### src/rtl/memory_game_ctrl.sv
// memory_game_ctrl: game-state controller for the 4x4 card-matching game (cursor, flips, pairs, attempts).
// Latency: every effect is registered and appears on the clock edge after the triggering pulse.
// Backpressure: none; inputs are one-cycle pulses, one button action per cycle (sel>up>down>left>right).
// Optional feature: define ATTEMPT_LIMIT_EN to add the S_LOST state after MAX_ATTEMPTS attempts.
module memory_game_ctrl #(
  parameter logic [63:0] LAYOUT        = 64'h0123456776543210,
  parameter int unsigned REVEAL_FRAMES = 60,
  parameter int unsigned MAX_ATTEMPTS  = 20
) (
  input  logic        clk,
  input  logic        rst_n,
  input  logic        frame_tick,
  input  logic        btn_up,
  input  logic        btn_down,
  input  logic        btn_left,
  input  logic        btn_right,
  input  logic        btn_sel,
  output logic [3:0]  cursor,
  output logic [15:0] face_up,
  output logic [15:0] matched,
  output logic [7:0]  attempts,
  output logic [3:0]  pairs,
  output logic        game_done,
  output logic        game_lost
);

`ifdef ATTEMPT_LIMIT_EN
  typedef enum logic [2:0] {
    S_PICK1 = 3'd0,
    S_PICK2 = 3'd1,
    S_SHOW  = 3'd2,
    S_DONE  = 3'd3,
    S_LOST  = 3'd4
  } state_t;
  localparam logic [7:0] ATT_MAX = 8'(MAX_ATTEMPTS);
`else
  typedef enum logic [2:0] {
    S_PICK1 = 3'd0,
    S_PICK2 = 3'd1,
    S_SHOW  = 3'd2,
    S_DONE  = 3'd3
  } state_t;
`endif

  localparam logic [7:0] REVEAL_LAST = 8'(REVEAL_FRAMES);

  state_t      state, nxt_state;
  logic [15:0] flipped, nxt_flipped;
  logic [15:0] nxt_matched;
  logic [15:0] nxt_face_up;
  logic [3:0]  first, nxt_first;
  logic [3:0]  nxt_cursor;
  logic [3:0]  nxt_pairs;
  logic [7:0]  nxt_attempts;
  logic [7:0]  reveal_cnt, nxt_reveal;

  // Card type lookup; only the low three bits of each layout nibble identify a pair.
  function automatic logic [2:0] card_type(input logic [3:0] p);
    card_type = LAYOUT[{p, 2'b00} +: 3];
  endfunction

  // Next-state and next-output computation for the whole game.
  always_comb begin
    nxt_state    = state;
    nxt_flipped  = flipped;
    nxt_matched  = matched;
    nxt_first    = first;
    nxt_cursor   = cursor;
    nxt_pairs    = pairs;
    nxt_attempts = attempts;
    nxt_reveal   = reveal_cnt;

    case (state)
      S_PICK1, S_PICK2: begin
        if (btn_sel) begin
          // A card already showing (flipped or matched) cannot be picked.
          if (!face_up[cursor]) begin
            if (state == S_PICK1) begin
              nxt_first           = cursor;
              nxt_flipped[cursor] = 1'b1;
              nxt_state           = S_PICK2;
            end else begin
              nxt_attempts = (attempts == 8'hFF) ? attempts : attempts + 8'd1;
              if (card_type(first) == card_type(cursor)) begin
                nxt_matched = matched | (16'd1 << first) | (16'd1 << cursor);
                nxt_flipped = 16'd0;
                nxt_pairs   = pairs + 4'd1;
                // Completing the last pair wins even on the final allowed attempt.
                if (pairs == 4'd7) begin
                  nxt_state = S_DONE;
                end
`ifdef ATTEMPT_LIMIT_EN
                else if (nxt_attempts == ATT_MAX) begin
                  nxt_state = S_LOST;
                end
`endif
                else begin
                  nxt_state = S_PICK1;
                end
              end else begin
                nxt_flipped[cursor] = 1'b1;
                nxt_reveal          = 8'd0;
                nxt_state           = S_SHOW;
              end
            end
          end
        end else if (btn_up) begin
          nxt_cursor = {cursor[3:2] - 2'd1, cursor[1:0]};
        end else if (btn_down) begin
          nxt_cursor = {cursor[3:2] + 2'd1, cursor[1:0]};
        end else if (btn_left) begin
          nxt_cursor = {cursor[3:2], cursor[1:0] - 2'd1};
        end else if (btn_right) begin
          nxt_cursor = {cursor[3:2], cursor[1:0] + 2'd1};
        end
      end

      S_SHOW: begin
        // Buttons are ignored here; only frame ticks advance the reveal.
        if (frame_tick) begin
          nxt_reveal = reveal_cnt + 8'd1;
          if (nxt_reveal == REVEAL_LAST) begin
            nxt_flipped = 16'd0;
`ifdef ATTEMPT_LIMIT_EN
            nxt_state   = (attempts == ATT_MAX) ? S_LOST : S_PICK1;
`else
            nxt_state   = S_PICK1;
`endif
          end
        end
      end

`ifdef ATTEMPT_LIMIT_EN
      S_DONE, S_LOST: begin
`else
      S_DONE: begin
`endif
        // Select restarts the game; everything else is ignored.
        if (btn_sel) begin
          nxt_matched  = 16'd0;
          nxt_flipped  = 16'd0;
          nxt_attempts = 8'd0;
          nxt_pairs    = 4'd0;
          nxt_cursor   = 4'd0;
          nxt_state    = S_PICK1;
        end
      end

      default: begin
        nxt_state = S_PICK1;
      end
    endcase

`ifdef ATTEMPT_LIMIT_EN
    nxt_face_up = (nxt_state == S_LOST) ? 16'hFFFF : (nxt_matched | nxt_flipped);
`else
    nxt_face_up = nxt_matched | nxt_flipped;
`endif
  end

  // Game state register; all outputs are registered copies of the next-state values.
  always_ff @(posedge clk or negedge rst_n) begin
    if (!rst_n) begin
      state      <= S_PICK1;
      cursor     <= 4'd0;
      flipped    <= 16'd0;
      matched    <= 16'd0;
      face_up    <= 16'd0;
      attempts   <= 8'd0;
      pairs      <= 4'd0;
      reveal_cnt <= 8'd0;
      first      <= 4'd0;
      game_done  <= 1'b0;
    end else begin
      state      <= nxt_state;
      cursor     <= nxt_cursor;
      flipped    <= nxt_flipped;
      matched    <= nxt_matched;
      face_up    <= nxt_face_up;
      attempts   <= nxt_attempts;
      pairs      <= nxt_pairs;
      reveal_cnt <= nxt_reveal;
      first      <= nxt_first;
      game_done  <= (nxt_state == S_DONE);
    end
  end

`ifdef ATTEMPT_LIMIT_EN
  // Loss flag, registered alongside the state.
  always_ff @(posedge clk or negedge rst_n) begin
    if (!rst_n) begin
      game_lost <= 1'b0;
    end else begin
      game_lost <= (nxt_state == S_LOST);
    end
  end
`else
  logic unused_max_attempts;
  assign unused_max_attempts = (MAX_ATTEMPTS == 0);
  assign game_lost = 1'b0;
`endif

endmodule

### config.mk
export PLATFORM = sky130hd
export DESIGN_NAME = memory_game_ctrl
export DESIGN_NICKNAME = d
export VERILOG_FILES = /design/src/rtl/memory_game_ctrl.sv
export SDC_FILE = /design/constraint.sdc
export NUM_CORES = 1
export LEC_CHECK = 0
export ABC_AREA = 1
export ABC_CLOCK_PERIOD_IN_PS = 5100
export CORE_MARGIN = 2
export CORE_UTILIZATION = 33
export CTS_CLUSTER_SIZE = 16
export DETAILED_ROUTE_END_ITERATION = 8
export DONT_BUFFER_PORTS = 1
export PLACE_DENSITY = 0.44
export SYNTH_ARGS = -nofsm -noshare
export SYNTH_HDL_FRONTEND = slang
export SYNTH_SLANG_ARGS = --single-unit
export TNS_END_PERCENT = 20
### constraint.sdc
create_clock -name clk -period 5.1 [get_ports clk]
set_input_delay 0.765 -clock clk [delete_from_list [all_inputs] [get_ports clk]]
set_output_delay 0.765 -clock clk [all_outputs]
set_load 0.02 [all_outputs]
==> impl_results.html <==
<table>
<tr><th>Metric</th><th>Value</th></tr>
<tr><th colspan="2">Run status</th></tr>
<tr><td>Run status</td><td>completed</td></tr>
<tr><th colspan="2">Synthesis</th></tr>
<tr><td>Number of enable flip-flop cells after synthesis</td><td>0</td></tr>
<tr><td>Cell accounting for the most synthesized area</td><td>dfrtp_1</td></tr>
<tr><td>Complex-gate fraction of the synthesized area</td><td>0.07802</td></tr>
<tr><td>Post-synth ARST share</td><td>1.000</td></tr>
<tr><td>Adder and majority cell fraction of the synthesized area</td><td>0.01923</td></tr>
<tr><td>Share of synthesized area spent on multiplexers</td><td>0</td></tr>
<tr><td>Distinct cell type count of the synthesized netlist</td><td>34</td></tr>
<tr><td>Per-instance average area after synthesis</td><td>7.553 um2</td></tr>
<tr><td>Top cells by area in the synthesized netlist</td><td>dfrtp_1 44%, nand2_1 17%, inv_1 6.1%</td></tr>
<tr><td>Simple-gate portion of the synthesized area</td><td>0.3327</td></tr>
<tr><td>Post-synthesis cell count</td><td>~600</td></tr>
<tr><td>Mapped Area</td><td>roughly 4600 um2</td></tr>
<tr><td>Sequential area share after synthesis</td><td>0.4396</td></tr>
<tr><td>Area share of the leading cell type in the synthesized netlist</td><td>0.4396</td></tr>
<tr><td>Largest family of logic cells by synthesized area</td><td>simple AND/OR/NAND/NOR gates</td></tr>
<tr><td>Share of the synthesized netlist area taken by xor and xnor gates</td><td>0.03077</td></tr>
<tr><td>Number of warnings issued by yosys</td><td>0</td></tr>
<tr><td>Most used flip-flop cell after synthesis</td><td>dfrtp_1</td></tr>
<tr><td>Number of flip-flops and latches in the synthesized netlist</td><td>80</td></tr>
<tr><th colspan="2">Power</th></tr>
<tr><td>Maximum ir drop on the vdd rail</td><td>0.2208 mV</td></tr>
<tr><td>Pwr per Cell Area</td><td>slightly above 600 nW/um2</td></tr>
<tr><td>Design Power</td><td>between 3 and 4 mW</td></tr>
<tr><td>Cell leakage power</td><td>roughly 2.6 nW</td></tr>
<tr><th colspan="2">GRT</th></tr>
<tr><td>Vias in the first global route</td><td>3772</td></tr>
<tr><td>Maximum number of pins on one net before global-route repair</td><td>81</td></tr>
<tr><td>Wire length of the first global-routing pass</td><td>~21000 um</td></tr>
<tr><td>Residual overflow from global routing</td><td>0</td></tr>
<tr><td>Total GRT Usage</td><td>0.1865</td></tr>
<tr><td>Initial antenna violation count</td><td>0</td></tr>
<tr><th colspan="2">Detailed routing</th></tr>
<tr><td>Ratio of routed vias to standard cells</td><td>4.965</td></tr>
<tr><td>Detailed-routing iteration count for the pre-antenna-repair pass</td><td>5</td></tr>
<tr><td>Total number of vias</td><td>approximately 3800</td></tr>
<tr><td>Wirelength per Cell</td><td>16.63 um</td></tr>
<tr><td>DRC viols</td><td>0</td></tr>
<tr><td>DR iter-0 viols</td><td>305</td></tr>
<tr><td>Residual antenna-violating net count after detailed routing</td><td>0</td></tr>
<tr><td>Final WL</td><td>around 13000 um</td></tr>
<tr><th colspan="2">Floorplan</th></tr>
<tr><td>DIE HEIGHT</td><td>121.5 um</td></tr>
<tr><td>Effective utilization at floorplan</td><td>0.3412</td></tr>
<tr><td>Placeable core region</td><td>approximately 13000 um2</td></tr>
<tr><td>Cell Rows</td><td>42</td></tr>
<tr><td>I/O Pins</td><td>58</td></tr>
<tr><td>Total die area</td><td>between 10000 and 15000 um2</td></tr>
<tr><td>Chip Width</td><td>around 120 um</td></tr>
<tr><th colspan="2">Finish</th></tr>
<tr><td>Top library cells by usage in the layout, fill and taps aside</td><td>202 x nand2_1, 80 x dfrtp_1, 74 x inv_1, 44 x nand4_1, 35 x nor2_1</td></tr>
<tr><td>Most common library cell in the layout ignoring fill and taps</td><td>nand2_1</td></tr>
<tr><td>Layout Cells excl Fill</td><td>a little under 800</td></tr>
<tr><td>Diode count</td><td>0</td></tr>
<tr><td>Fraction of layout cells with a size suffix above 1</td><td>0.06208</td></tr>
<tr><td>Layout-stage area growth over the synthesis result</td><td>10.30%</td></tr>
<tr><td>Number of nets at the end of the flow</td><td>between 600 and 700</td></tr>
<tr><th colspan="2">Timing</th></tr>
<tr><td>Min Tclk post-route</td><td>3.357 ns</td></tr>
<tr><td>Number of hold violations in the final report</td><td>0</td></tr>
<tr><td>Total Neg Setup Slack</td><td>0 ns</td></tr>
<tr><td>Count of final setup violators</td><td>0</td></tr>
<tr><td>Hold_ws</td><td>0.1156 ns</td></tr>
<tr><td>Final Max Tran Viols</td><td>0</td></tr>
<tr><td>Fmax</td><td>approximately 300 MHz</td></tr>
<tr><td>Portion of the clock cycle consumed by the worst path in the final layout</td><td>0.6583</td></tr>
<tr><td>Transition time at the pin with the least slew margin</td><td>roughly 1.2 ns</td></tr>
<tr><td>Tightest slew margin relative to the limit</td><td>0.2204</td></tr>
<tr><td>Post-Route Skew</td><td>approximately 0.0074 ns</td></tr>
<tr><td>RSZ-0062 raised after global routing</td><td>no</td></tr>
<tr><th colspan="2">Clock network</th></tr>
<tr><td>Hold_buf cts</td><td>0</td></tr>
<tr><td>Worst-case clock buffer depth</td><td>2</td></tr>
<tr><td>Total clock buffers created by CTS</td><td>9</td></tr>
<tr><td>Clock root buffer</td><td>clkbuf_16</td></tr>
<tr><td>Worst-path clk slew</td><td>around 0.06 ns</td></tr>
<tr><td>Resize count post-CTS</td><td>0</td></tr>
<tr><td>TritonCTS clock tree</td><td>yes</td></tr>
<tr><td>Worst-Skew Late Latency</td><td>about 0.34 ns</td></tr>
<tr><td>Post-CTS Setup Bufs</td><td>0</td></tr>
<tr><td>Clock sink count</td><td>80</td></tr>
<tr><td>Maximum level of the CTS H-tree</td><td>3</td></tr>
<tr><th colspan="2">Placed design</th></tr>
<tr><td>DP Wirelength</td><td>9265 um</td></tr>
<tr><td>Number of buffers inserted by port buffering</td><td>0</td></tr>
<tr><td>Total instance count after detailed placement</td><td>756</td></tr>
<tr><td>Final RePlAce weighted congestion</td><td>between 0.8 and 0.9</td></tr>
<tr><th colspan="2">Critical path</th></tr>
<tr><td>Critical path data required time</td><td>about 5.4 ns</td></tr>
<tr><td>Reg2reg setup slack</td><td>1.74 ns</td></tr>
<tr><td>Critical path endpoint category</td><td>flip-flop</td></tr>
<tr><td>Sort of element at the start of the critical path</td><td>flip-flop</td></tr>
<tr><td>Setup CP Type</td><td>reg2reg</td></tr>
<tr><td>Arr. time, crit path</td><td>3.64 ns</td></tr>
<tr><td>Maximum fanout encountered on the critical timing path</td><td>12</td></tr>
<tr><th colspan="2">Job</th></tr>
<tr><td>MaxCap Viol Count</td><td>0</td></tr>
<tr><th colspan="2">Min path</th></tr>
<tr><td>Worst hold path class</td><td>in2async</td></tr>
</table>
==> registers in the layout (all words and copies together) (netlist names) <==
register    cells
cursor          4
face_up        16
attempts        8
matched        16
reveal_cnt      8
first           4
game_done       1
pairs           4
state           3
flipped        16
==> area by class of cell <==
type                    instances  area (um2)
fillers                      1447        8324
repair buffers                  1       7.507
flip-flops and latches         80        2002
multi-input cells             418        2106
inverters                      81       304.0
clock buffers                  10       229.0
well taps                     176       220.2
clock inverters                 6       155.1
==> final timing paths <==
path / startpoint / endpoint / depth (start not counted)
max in group asynchronous: rst_n / matched[9] / 0
worst max-delay path: cursor[0] / attempts[5] / 12
worst min register to register: flipped[15] / flipped[15] / 2
worst max register to register: cursor[0] / attempts[5] / 12
min in group clk: flipped[15] / flipped[15] / 2
worst min-delay path: rst_n / reveal_cnt[3] / 0
==> cells in the mapped netlist (5+ instances only) <==
cell type and n:
nand2_1 202, dfrtp_1 80, inv_1 74, nand4_1 44
nor2_1 35, nand3_1 33, o21ai_0 25, o32ai_1 16
buf_2 9, xor2_1 9, ha_1 7, nor3_1 7
xnor2_1 7, a21oi_1 6, clkbuf_1 6, inv_2 5
==> worst max-delay path: stages, from the launching register on <==
cell     delay (ns)
dfrtp_1        0.89
inv_2          0.31
nand2_1        0.13
nand2_1        0.07
nand2_1        0.06
nand3_1        0.09
nand3_1        0.48
nand3_2        0.26
nand2_4        0.20
nand3_1        0.34
inv_1          0.28
nand3_1        0.10
nand2_1        0.08
==> per-layer routing <==
| layer | GRT usage | wire length [um] |
|---|---|---|
| met1 | 0.2693 | 6375 |
| met2 | 0.2651 | 5420 |
| met3 | 0.04934 | 794 |
| met4 | 0.07112 | 251 |
| met5 | 0 | 0 |
==> logic make-up after synthesis <==
kind of cell | count (synthesis)
other | 1
and+or+nand+nor | 338
adders and majority gates | 7
DFF | 80
buffers and inverters | 106
xor gates and xnor gates | 16
AOI/OAI and AO/OA | 55
==> stage by stage <==
| stage | worst slack [ns] | area, um2 | util |
|---|---|---|---|
| final | 1.743 | 5024 | 0.3764 |
| after global routing | 1.436 | 5024 | 0.3764 |
| after global placement | 1.685 | 4639 | 0.3476 |
| after CTS | 1.750 | 5024 | 0.3764 |
| after floorplan | 2.605 | 4558 | - |
| after detailed placement | 1.754 | 4639 | 0.3476 |
==> report_power, final <==
group          internal (mW)  total [mW]  switching (mW)
clock network          0.577       0.831           0.255
registers              0.828        1.21           0.386
logic                  0.333        1.04           0.710
No activity file was read; power rests on OpenSTA's default activity.
